===== src/rtl/dsm2_dither_mod.sv =====
// rtl/dsm2_dither_mod.sv - second-order 1-bit delta-sigma modulator with optional dither
// Optional feature macro: DSM_DITHER_EN adds the shifted +/-1 dither at the quantizer input.
module dsm2_dither_mod #(
  parameter int DW           = 16,
  parameter int IW           = 24,
  parameter int OSR          = 64,
  parameter int DITHER_SHIFT = 4
) (
  input  logic          clk,
  input  logic          rstn,
  input  logic          ce,
  input  logic [DW-1:0] in_data,
  input  logic          in_valid,
  output logic          in_ready,
  input  logic [1:0]    dither,
  input  logic          clr_status,
  output logic          dsm_out,
  output logic          underrun,
  output logic          sat_flag
);

  localparam int CW = (OSR > 1) ? $clog2(OSR) : 1;
  localparam logic [CW-1:0] LAST = CW'(OSR - 1);
  localparam logic signed [IW+1:0] FS_W    = {{(IW+2-DW){1'b0}}, 1'b1, {(DW-1){1'b0}}};
  localparam logic signed [IW+1:0] SAT_MAX = {3'b000, {(IW-1){1'b1}}};
  localparam logic signed [IW+1:0] SAT_MIN = {3'b111, {(IW-1){1'b0}}};

  logic signed [DW-1:0] nxt, cur;
  logic                 nxt_full;
  logic [CW-1:0]        osr_cnt;
  logic signed [IW-1:0] i1, i2;

  logic signed [IW+1:0] x_w, fb_w, s1, s2, d_s, qsum;
  logic signed [IW-1:0] i1n, i2n;
  logic                 clip1, clip2, accept, boundary;

  function automatic logic signed [IW-1:0] sat_f(input logic signed [IW+1:0] v);
    if (v > SAT_MAX) return SAT_MAX[IW-1:0];
    if (v < SAT_MIN) return SAT_MIN[IW-1:0];
    return v[IW-1:0];
  endfunction

`ifdef DSM_DITHER_EN
  always_comb begin
    d_s = '0;
    if (dither == 2'b01)      d_s = (IW+2)'(1) <<< DITHER_SHIFT;
    else if (dither == 2'b11) d_s = -((IW+2)'(1) <<< DITHER_SHIFT);
  end
`else
  logic unused_dither;
  assign unused_dither = ^dither;
  assign d_s = '0;
`endif

  always_comb begin
    x_w   = (IW+2)'(cur);
    fb_w  = dsm_out ? FS_W : -FS_W;
    s1    = (IW+2)'(i1) + x_w - fb_w;
    clip1 = (s1 > SAT_MAX) || (s1 < SAT_MIN);
    i1n   = sat_f(s1);
    s2    = (IW+2)'(i2) + (IW+2)'(i1n) - fb_w;
    clip2 = (s2 > SAT_MAX) || (s2 < SAT_MIN);
    i2n   = sat_f(s2);
    qsum  = (IW+2)'(i2n) + d_s;
  end

  assign in_ready = !nxt_full;
  assign accept   = in_valid && !nxt_full;
  assign boundary = ce && (osr_cnt == LAST);

  always_ff @(posedge clk) begin
    if (!rstn) begin
      nxt      <= '0;
      nxt_full <= 1'b0;
      cur      <= '0;
      osr_cnt  <= '0;
      i1       <= '0;
      i2       <= '0;
      dsm_out  <= 1'b0;
      underrun <= 1'b0;
      sat_flag <= 1'b0;
    end else begin
      // accept implies an empty buffer, so it never collides with the boundary hand-off
      if (accept) begin
        nxt      <= in_data;
        nxt_full <= 1'b1;
      end else if (boundary && nxt_full) begin
        nxt_full <= 1'b0;
      end

      if (boundary && nxt_full) cur <= nxt;

      if (ce) begin
        osr_cnt <= (osr_cnt == LAST) ? '0 : osr_cnt + CW'(1);
        i1      <= i1n;
        i2      <= i2n;
        dsm_out <= !qsum[IW+1];
      end

      if (boundary && !nxt_full) underrun <= 1'b1;
      else if (clr_status)       underrun <= 1'b0;

      if (ce && (clip1 || clip2)) sat_flag <= 1'b1;
      else if (clr_status)        sat_flag <= 1'b0;
    end
  end

endmodule


===== config.mk =====
export PLATFORM = sky130hd
export DESIGN_NAME = dsm2_dither_mod
export DESIGN_NICKNAME = d
export VERILOG_FILES = /design/src/rtl/dsm2_dither_mod.sv
export SDC_FILE = /design/constraint.sdc
export NUM_CORES = 1
export LEC_CHECK = 0
export ABC_AREA = 1
export ABC_CLOCK_PERIOD_IN_PS = 16200
export BUFFER_PORTS_ARGS = -buffer_cell sky130_fd_sc_hd__clkbuf_2
export CAP_MARGIN = 20
export CORE_MARGIN = 2
export CORE_UTILIZATION = 68
export DETAILED_ROUTE_END_ITERATION = 12
export GPL_ROUTABILITY_DRIVEN = 0
export PLACE_DENSITY_LB_ADDON = 0.3
export SYNTH_ARGS = -nofsm -noshare
export SYNTH_HDL_FRONTEND = slang
export SYNTH_SLANG_ARGS = --single-unit

===== constraint.sdc =====
create_clock -name clk -period 16.2 [get_ports clk]
set_input_delay 0 -clock clk [delete_from_list [all_inputs] [get_ports clk]]
set_output_delay 0 -clock clk [all_outputs]
set_load 0.05 [all_outputs]

[Yosys cells after proc, flatten, opt, wreduce, memory -nomap -nowiden]
Index checks and enable logic that the tools add are counted.
Storage, ports and cells
  bits in registers: 90
  input bits: 23
  output and inout port bits: 4
  word-level logic and storage cells: 53
Operators by class
  add/sub/neg operators: 5
  magnitude comparators: 4
  equal/unequal tests: 1
  mux-type cells: 21
  reductions and logical operators: 13
Operators by type and width (count)
  24-bit 2-to-1 mux: 8
  26-bit by 24-bit > comparator with 1-bit output (second input constant): 2
  26-bit by 24-bit < comparator with 1-bit output (second input constant): 2
  25-bit by 26-bit subtractor with 26-bit output: 2
  26-bit 2-to-1 mux: 1
  24-bit by 16-bit adder with 25-bit output: 1
  24-bit by 24-bit adder with 25-bit output: 1
  1-bit 2-to-1 mux: 11
  6-bit by 1-bit adder with 6-bit output (second input constant): 1
  6-bit == test (second input constant): 1
  6-bit 2-to-1 mux: 1
  2-bit nonzero test: 3
  1-bit logical AND: 5
  1-bit logical OR: 3
  1-bit logical NOT: 2

[Longest topological paths before layout]
Gate-level depths: netlist (run 1).
  word-level depth: 15
  mapped depth: 41
  gate-level depth less buffers: 41

[Worst setup path after synthesis (run 1)]
OpenSTA, ideal clock, no wires.
  path type: register to register
  start point: register dsm_out
  end point: register i2[10]
  setup time: 0.122 ns
  data arrival time: 6.032 ns
  data required time: 16.078 ns
  setup slack: 10.046 ns
  cell stages (with the launch flop): 37
  buffers on the path: 2
  clock period less this slack: 6.154 ns
  path through: dfxtp_1 -> inv_1 -> fa_1 -> inv_1 -> ha_1 -> nand2_1 -> inv_2 -> nand2_1 -> nand2_1 -> a21oi_1 -> nand3_2 -> nand2_1 -> nand2_2 -> nand2_4 -> nand2_8 -> clkbuf_1 -> nand2_1 -> inv_1 -> ha_1 -> inv_1 -> ha_1 -> inv_1 -> o21ai_0 -> nand2_1 -> nand2_1 -> a21oi_1 -> o21ai_0 -> a21o_1 -> a21oi_1 -> inv_1 -> nand3_1 -> nand3_1 -> xor2_1 -> nand2_2 -> a21oi_4 -> buf_12 -> a21oi_2
On the way
  word-level cells in the longest chain between the ends: 14
  elaborated cells between the ends (all ways): 20
  classes of those cells: add/sub (3); order compare (4); mux (13)
Ends and longest elaborated chain
  from (decl): line 17  | output logic dsm_out,
  from (signal assigned): line 97  | dsm_out <= !qsum[IW+1];
  26-bit 2-to-1 mux (*): line 57  | fb_w = dsm_out ? FS_W : -FS_W;
  25-bit by 26-bit subtractor with 26-bit output: line 58  | s1 = (IW+2)'(i1) + x_w - fb_w;
  26-bit by 24-bit < comparator with 1-bit output: line 39  | if (v < SAT_MIN) return SAT_MIN[IW-1:0];
  1-bit 2-to-1 mux (2 in a row): line 39
  24-bit 2-to-1 mux: line 40  | return v[IW-1:0];
  24-bit 2-to-1 mux: line 39
  24-bit by 24-bit adder with 25-bit output: line 61  | s2 = (IW+2)'(i2) + (IW+2)'(i1n) - fb_w;
  25-bit by 26-bit subtractor with 26-bit output (*): line 61
  26-bit by 24-bit < comparator with 1-bit output: line 39
  1-bit 2-to-1 mux (2 in a row): line 39
  24-bit 2-to-1 mux: line 40
  24-bit 2-to-1 mux (*): line 39
  to (signal assigned): line 96  | i2 <= i2n;
  to (decl): line 31  | logic signed [IW-1:0] i1, i2;
Mark *: on every way between the ends. The rest lies on a longest branch, timed or not. The select of a mux whose other input is x is not followed.
A chain may end at the register's enable or synchronous reset.

[Final worst setup path (run 1)]
  start point: register cur[15]
  end point: register sat_flag
On the way
  word-level cells in the longest chain between the ends: 14
  elaborated cells between the ends (all ways): 20
  classes of those cells: add/sub (4); order compare (4); mux (7); reduce/logical (5)
Ends and longest elaborated chain
  from (decl): line 28  | logic signed [DW-1:0] nxt, cur;
  from (signal assigned): line 91  | if (boundary && nxt_full) cur <= nxt;
  24-bit by 16-bit adder with 25-bit output (*): line 58
  25-bit by 26-bit subtractor with 26-bit output (*): line 58
  26-bit by 24-bit < comparator with 1-bit output: line 39
  1-bit 2-to-1 mux (2 in a row): line 39
  24-bit 2-to-1 mux: line 40
  24-bit 2-to-1 mux (*): line 39
  via i1n[22]: line 34  | logic signed [IW-1:0] i1n, i2n;
  24-bit by 24-bit adder with 25-bit output (*): line 61
  25-bit by 26-bit subtractor with 26-bit output (*): line 61
  26-bit by 24-bit > comparator with 1-bit output or 26-bit by 24-bit < comparator with 1-bit output (tied branches): line 62  | clip2 = (s2 > SAT_MAX) || (s2 < SAT_MIN);
  1-bit logical OR (*): line 62
  1-bit logical OR (*): line 103  | if (ce && (clip1 || clip2)) sat_flag <= 1'b1;
  1-bit logical AND (*): line 103
  1-bit 2-to-1 mux or 2-bit nonzero test (tied branches)
  to (signal assigned): line 81  | sat_flag <= 1'b0;
  to (signal assigned): line 103
  to (signal assigned): line 104  | else if (clr_status) sat_flag <= 1'b0;
  to (decl): line 19  | output logic sat_flag
Mark *: on every way through the listed nets, which the timed path passes. The rest lies on a longest branch. The select of a mux whose other input is x is not followed.

==> results.json, run 1 <==
{
  "clkTransAtPathRegs_ns": 0.10,
  "critPathLaunchType": "flip-flop",
  "cts.sinks": 90,
  "maxCapViolations": 0,
  "drtPass1Iterations": 5,
  "die_y_um": 109,
  "overflow": 0,
  "row_count": 38,
  "synth_ff_type": "dfxtp_1",
  "synth_edf_count": 0,
  "crit_type": "reg2reg",
  "drc": 0,
  "syn-instance-count": 1100,
  "fin_ws_ns": 9.51,
  "post-place-cells": 1237,
  "post-place-ws_ns": 9.67,
  "worstMarginPinSlew_ns": 1.04,
  "grt_start_max_net_pins": 60,
  "cp.required_ns": 16.51,
  "period_share_pct": 41.3,
  "final_common_cell": "inv_1",
  "antenna_found_initial": 0,
  "cpLargestDelayFamily": "simple AND/OR/NAND/NOR gates",
  "routed_wl_um": 17400,
  "path_max_fanout": 21,
  "syn_avg_cell_area_um2": 6.78,
  "nNetsFinal": 1247,
  "die-area_um2": 11800,
  "io_buffer_count": 24,
  "async_flop_share_pct": 0,
  "area_growth_pct": 8.49,
  "end_kind": "flip-flop",
  "die_w_um": 109,
  "wl_met2_um": 8470,
  "crit_top_cell": "inv_1",
  "ys_ff_latch": 90,
  "maxSlewViolCount": 0,
  "cp_num_buf_inv": 6,
  "via_count": 6916,
  "cts_max_level": 3,
  "hpwl_um": 11700,
  "post-route-min-period_ns": 6.69,
  "avgRoutedWirePerCell_um": 13.7,
  "pin_count": 27,
  "routed-wl-met3_um": 847,
  "yosysTopAreaCell": "dfxtp_1",
  "insertion_delay_ns": 0.38,
  "avgViaCountPerCell": 5.44,
  "yosysTopAreaCellShare_pct": 24.2,
  "fin_worst_skew_ns": 0.00998,
  "status": "finished clean",
  "final_area_um2": 8090,
  "final_antenna_net_count": 0,
  "drive_gt1_share_pct": 9.19,
  "hp-class": "in2reg",
  "cts_tree": "yes",
  "core-area_um2": 10700,
  "ys_types": 43,
  "grt_pass1_vias": 6462,
  "start_util_pct": 69.4,
  "yosysSeqAreaShare_pct": 24.2,
  "arrival_ns": 7.00,
  "root_buffer": "clkbuf_8",
  "setup_tns_ns": 0,
  "drt_iter0_drc": 316,
  "grt_use_total_pct": 30.2,
  "slew_headroom_pct": 30.7,
  "syn_area_um2": 7460,
  "wl_met1_um": 7780,
  "fin_cells": 1272,
  "final_hold_viol_count": 0,
  "top_layer": "met4",
  "cts_buffers": 9,
  "most-common-layout-cells": "inv_1, nand2_1, o21ai_0, a21oi_1",
  "clockBufferDepth": 2,
  "synth_warnings": 0,
  "placed_area_um2": 7640,
  "grt_first_pass_wirelength_um": 28300,
  "syn-num-nets": 1219,
  "max_freq_ghz": 0.150,
  "slowest_delay_ns": 0.74,
  "fillers": 851,
  "synthTopCellsByArea": "dfxtp_1, ha_1, inv_1",
  "cpMaxStageDelayCell": "dfxtp_1",
  "rsz0062_at_grt": "false",
  "antennaDiodeCount": 0,
  "setup_violations": 0
}
final timing paths:
check | depth (start not counted) | startpoint | to | slack (ns)
worst min-delay path | 3 | rstn | i2[5]$_SDFFE_PN0P_ | 0.03
worst min register to register | 2 | cur[0]$_SDFFE_PN0P_ | cur[0]$_SDFFE_PN0P_ | 0.47
worst max register to register | 29 | cur[15]$_SDFFE_PN0P_ | sat_flag$_SDFFE_PN0P_ | 9.51
worst max-delay path | 29 | cur[15]$_SDFFE_PN0P_ | sat_flag$_SDFFE_PN0P_ | 9.51
flip-flops by register name (all words and copies together) (netlist names):
name and count:
i1 24, i2 24, cur 16, nxt 16, osr_cnt 6, dsm_out 1
nxt_full 1, sat_flag 1, underrun 1
stage by stage:
| step | utilization [%] | hold slack [ns] |
|---|---|---|
| finish | 75.3 | 0.0313 |
| global route | 75.3 | 0.0311 |
| CTS | 74.8 | 0.394 |
| detailed placement | 71.1 | 0.252 |
| global placement | 71.1 | 0.247 |
| floorplan | - | 0.133 |
what timing repair did:
item | CTS | global route
setup buffers | 0 | 0
hold buffers | 18 | 0
setup endpoints to repair | 0 | 0
gates resized for setup | 0 | 0
endpoints found under the hold margin | 19 | 0
worst register-to-register path, delay by kind of cell, from the launching register on:
kind / cells / cell delay (ns)
DFF: 1 / 0.74
adders and majority gates: 4 / 1.77
buffers and inverters: 6 / 0.62
xor gates and xnor gates: 1 / 0.24
AOI/OAI and AO/OA: 3 / 1.00
and+or+nand+nor: 15 / 2.24
cell usage after synthesis (2+ instances only):
master / n
a21o_1: 2
a21oi_1: 91
a21oi_2: 11
a31oi_1: 10
clkbuf_1: 26
dfxtp_1: 90
fa_1: 16
ha_1: 80
inv_1: 226
inv_2: 3
nand2_1: 212
nand2_2: 17
nand2_4: 10
nand2_8: 2
nand3_1: 27
nand3_2: 7
nand4_1: 5
nor2_1: 90
nor2_2: 4
nor3_1: 8
o211ai_1: 6
o21a_1: 2
o21ai_0: 94
o21bai_1: 2
or2_2: 5
xnor2_1: 13
xor2_1: 25
cell families after synthesis:
| group | share of synthesized area [%] |
|---|---|
| simple gates | 23.8 |
| buf+inv | 13.3 |
| compound gates | 16.5 |
| fa+ha+maj | 17.7 |
| flops | 24.2 |
| xor+xnor | 4.46 |
metal layers:
layer | up-vias | GRT usage, %
li1 | 3522 | -
met1 | 3180 | 37.4
met2 | 184 | 53.3
met3 | 30 | 4.72
met4 | 0 | 10.3
met5 | - | 0
layout make-up:
cell class | count | area [µm²] | share of cell area (%)
clock inverter | 5 | 87.6 | 1.08
sequential | 90 | 1800 | 22.3
multi-input combinational | 752 | 4660 | 57.7
clock buffer | 10 | 138 | 1.70
tap | 140 | 175 | 2.17
timing repair buffer | 46 | 363 | 4.49
inverter | 229 | 860 | 10.6
Power of run 1 is left out: the tool's default activity adds up to more than one toggle a clock period on the data nets, which glitch-free logic cannot reach.
==> run 2, diff against run 1 <==
Settings changed: ABC_CLOCK_PERIOD_IN_PS 16200 to 5500, CORE_UTILIZATION 68 to 58.
Clock period 16.2 ns to 5.5 ns, I/O delays scaled along.
==> results.json, run 2 (synthesis gave the netlist of run 1 again) <==
{
  "hpwl_um": 12400,
  "avgViaCountPerCell": 5.20,
  "routed_wl_um": 17900,
  "rrSetupSlack_ns": 0.23,
  "path_max_fanout": 8,
  "status": "finished clean",
  "max_freq_ghz": 0.190,
  "most-common-layout-cells": "inv_1, nand2_1, dfxtp_1, nor2_1, o21ai_0",
  "io_buffer_count": 24,
  "hold_ws_ns": 0.264,
  "final-seq-area_um2": 1810,
  "fillers": 1007,
  "fin_worst_skew_ns": 0.00900,
  "hold_end": "nxt[2]$_SDFFE_PN0P_",
  "avgRoutedWirePerCell_um": 13.3,
  "cts_buffers": 9,
  "die_y_um": 117,
  "final_antenna_net_count": 0,
  "overflow": 0,
  "hp-class": "in2reg",
  "start_util_pct": 59.3,
  "drc": 0,
  "grt_first_pass_wirelength_um": 29500,
  "hold_depth": 4,
  "drt_iter0_drc": 375,
  "slew_headroom_pct": 36.0,
  "pin_count": 27,
  "drtPass1Iterations": 6,
  "nNetsFinal": 1283,
  "core-area_um2": 12600,
  "via_count": 6969,
  "slowest_delay_ns": 0.55,
  "grt_start_max_net_pins": 60,
  "row_count": 41,
  "antenna_found_initial": 0,
  "period_share_pct": 95.8,
  "post-route-min-period_ns": 5.27,
  "insertion_delay_ns": 0.35,
  "arrival_ns": 5.50,
  "worst_hold_startpoint": "rstn",
  "r2r_end": "i2[17]$_SDFFE_PN0P_",
  "final_common_cell": "inv_1",
  "clockBufferDepth": 2,
  "rr_worst_depth": 35,
  "crit_top_cell": "inv_1",
  "final_hold_viol_count": 0,
  "multi_input_area_um2": 4940,
  "grt_use_total_pct": 25.7,
  "cts.sinks": 90,
  "final_area_um2": 8800,
  "clkTransAtPathRegs_ns": 0.07,
  "cpMaxStageDelayCell": "fa_1",
  "die-area_um2": 13800,
  "grt_pass1_vias": 6589,
  "antennaDiodeCount": 0,
  "end_kind": "flip-flop",
  "reg2reg_from": "dsm_out$_SDFFE_PN0P_",
  "die_w_um": 117,
  "critPathLaunchType": "flip-flop",
  "worstMarginPinSlew_ns": 0.961,
  "placed_area_um2": 7890,
  "crit_type": "reg2reg",
  "cts_tree": "yes",
  "setup_violations": 0,
  "reg.largest.list": "i1 (24), i2 (24)",
  "maxCapViolations": 0,
  "drive_gt1_share_pct": 16.2,
  "area_growth_pct": 18.0,
  "maxSlewViolCount": 0,
  "cp.required_ns": 5.73,
  "cts_max_level": 3,
  "root_buffer": "clkbuf_16"
}
[run 2: final cells by class]
type                            count  area share [%]
Multi-Input combinational cell    752            56.2
Sequential cell                    90            20.5
Inverter                          229            9.82
Timing Repair Buffer               82            7.51
Clock buffer                       10            2.72
Tap cell                          172            2.45
Clock inverter                      6           0.768
[run 2: layer usage]
metal	vias to the layer above	wire length (µm)	global-route usage, %
met5	-	0	0
met2	139	8670	44.3
met4	0	439	8.96
li1	3591	-	-
met3	34	788	4.33
met1	3205	7950	32.5
[run 2: timing repair]
| item | CTS | global route |
|---|---|---|
| setup buffers | 0 | 12 |
| endpoints found under the hold margin | 19 | 0 |
| endpoints found under the setup margin | 9 | 26 |
| resized for setup | 1 | 64 |
| pin swaps | 0 | 15 |
| hold buffers | 18 | 0 |
[run 2: worst max-delay path: cells and delay by family, from the launching register on]
| family | cells | cell delay, ns |
|---|---|---|
| flip-flops | 1 | 0.36 |
| AO/OA/AOI/OAI | 9 | 1.23 |
| adder cells (fa/ha/maj) | 4 | 1.41 |
| AND/OR/NAND/NOR | 13 | 1.20 |
| XOR/XNOR | 1 | 0.15 |
| buffers and inverters | 8 | 0.78 |
[run 2: worst max-delay path by stage]
stage / startpoint / endpoint / cells past startpoint / slack, ns
6_report: dsm_out$_SDFFE_PN0P_ / i2[17]$_SDFFE_PN0P_ / 35 / 0.23
5_1_grt: dsm_out$_SDFFE_PN0P_ / i2[17]$_SDFFE_PN0P_ / 32 / -0.11
4_1_cts: dsm_out$_SDFFE_PN0P_ / i2[17]$_SDFFE_PN0P_ / 28 / 0.05
3_5_place_dp: dsm_out$_SDFFE_PN0P_ / i2[17]$_SDFFE_PN0P_ / 28 / 0.001
3_3_place_gp: dsm_out$_SDFFE_PN0P_ / i2[2]$_SDFFE_PN0P_ / 29 / 0.16
2_1_floorplan: dsm_out$_SDFFE_PN0P_ / i2[10]$_SDFFE_PN0P_ / 36 / 0.13
[run 2: metrics by stage]
stage               utilization [%]  setup WS, ns  instances  setup TNS [ns]
finish                         70.0         0.231       1341               0
global route                   70.0        -0.110       1341           -1.96
CTS                            66.6        0.0523       1327               0
detailed placement             62.7       0.00129       1293               0
global placement               62.7         0.158       1293               0
floorplan                         -         0.129       1100               0
Power of run 2 is left out for the same reason.
==> run 3, diff against run 2 <==
Settings changed: ABC_CLOCK_PERIOD_IN_PS 5500 to 5050, CAP_MARGIN 20 to not set, CORE_UTILIZATION 58 to 64, SKIP_CTS_REPAIR_TIMING set to 1.
Clock period 5.5 ns to 5.05 ns, I/O delays scaled along.
==> results.json, run 3 (synthesis gave the netlist of run 1 again) <==
{
  "status": "complete, but fails checks",
  "violations": "setup timing",
  "nNetsFinal": 1312,
  "reg2reg_from": "cur[15]$_SDFFE_PN0P_",
  "routed_wl_um": 23600,
  "drtPass1Iterations": 6,
  "maxSlewViolCount": 0,
  "start_util_pct": 65.6,
  "clkTransAtPathRegs_ns": 0.09,
  "pin_count": 27,
  "cts_max_level": 3,
  "grt_pass1_vias": 6526,
  "overflow": 0,
  "hold_ws_ns": 0.00581,
  "crit_type": "reg2reg",
  "grt_use_total_pct": 28.3,
  "die_w_um": 112,
  "avgRoutedWirePerCell_um": 17.6,
  "cts_buffers": 9,
  "worstMarginPinSlew_ns": 1.24,
  "row_count": 39,
  "io_buffer_count": 24,
  "slew_headroom_pct": 17.3,
  "via_count": 7912,
  "most-common-layout-cells": "inv_1, nand2_1, dfxtp_1, o21ai_0, nor2_1",
  "final_util_pct": 83.1,
  "critPathLaunchType": "flip-flop",
  "core-area_um2": 11400,
  "rsz0062_at_grt": "true",
  "worst_hold_startpoint": "in_data[1]",
  "drive_gt1_share_pct": 25.4,
  "root_buffer": "clkbuf_16",
  "cp.required_ns": 5.31,
  "final_area_um2": 9450,
  "clockBufferDepth": 2,
  "placed_area_um2": 8080,
  "maxCapViolations": 0,
  "max_freq_ghz": 0.182,
  "antennaDiodeCount": 0,
  "final_common_cell": "inv_1",
  "setup.worst_path.start": "cur[15]$_SDFFE_PN0P_",
  "drt_iter0_drc": 903,
  "fin_ws_ns": -0.454,
  "post-route-min-period_ns": 5.50,
  "antenna_found_initial": 0,
  "final_hold_viol_count": 0,
  "final_antenna_net_count": 0,
  "die_y_um": 112,
  "drc": 0,
  "die-area_um2": 12500,
  "hpwl_um": 12600,
  "area_growth_pct": 26.7,
  "end_kind": "flip-flop",
  "avgViaCountPerCell": 5.90,
  "fin_worst_skew_ns": 0.0182,
  "reg.largest.list": "i1 (24), i2 (24)",
  "grt_start_max_net_pins": 60,
  "post-place-ws_ns": -0.156,
  "period_share_pct": 109,
  "setup_violations": 26,
  "grt_first_pass_wirelength_um": 29200,
  "arrival_ns": 5.76,
  "path_max_fanout": 8,
  "cts.sinks": 90,
  "cts_tree": "yes",
  "hp-class": "in2reg",
  "insertion_delay_ns": 0.37
}
[run 3: area by class of cell]
type                    instances  area [µm²]
fillers                       636        1920
repair buffers                111         901
flip-flops and latches         90        1810
inverters                     229         868
clock buffers                   9         225
well taps                     143         179
clock inverters                 7        81.3
multi-input cells             752        5390
[run 3: critical path: stages (launching register included)]
cell and delay (ns):
dfxtp_2 0.36, buf_12 0.15, fa_1 0.56, ha_4 0.35, nand2_2 0.11, nor2_1 0.19, nor3b_2 0.24, nand2_2 0.13
nand3_4 0.09, nand2_4 0.07, nand2_8 0.12, clkinvlp_4 0.24, a21oi_2 0.18, o21ai_1 0.09, nand2_1 0.11, fa_1 0.48
ha_4 0.29, a21oi_4 0.14, o21a_1 0.15, inv_1 0.07, a311oi_2 0.39, nand2_2 0.12, nand2_4 0.10, nand2_4 0.06
a21oi_4 0.30, clkbuf_16 0.23, a21oi_2 0.05
[run 3: path summary, 6_finish.rpt]
path / end / slack (ns) / cells after the start
worst max-delay path: i2[11]$_SDFFE_PN0P_ / -0.45 / 26
worst min-delay path: nxt[1]$_SDFFE_PN0P_ / 0.006 / 3
worst max register to register: i2[11]$_SDFFE_PN0P_ / -0.45 / 26
worst min register to register: cur[0]$_SDFFE_PN0P_ / 0.47 / 2
[run 3: through the flow]
stage	std cells	TNS, ns
after floorplan	1100	0
after global placement	1286	-0.0235
after detailed placement	1286	-3.01
after CTS	1302	-4.09
after global routing	1341	-16.37
final	1341	-10.16
[run 3: metal layers]
| layer | vias to the layer above | global-route usage (%) | part of all wire [%] |
|---|---|---|---|
| met5 | - | 0 | 0 |
| met3 | 155 | 4.46 | 8.1 |
| met2 | 484 | 47.8 | 48 |
| met1 | 3617 | 37.0 | 38 |
| li1 | 3656 | - | - |
| met4 | 0 | 10.0 | 6.4 |
Power of run 3 is left out for the same reason.
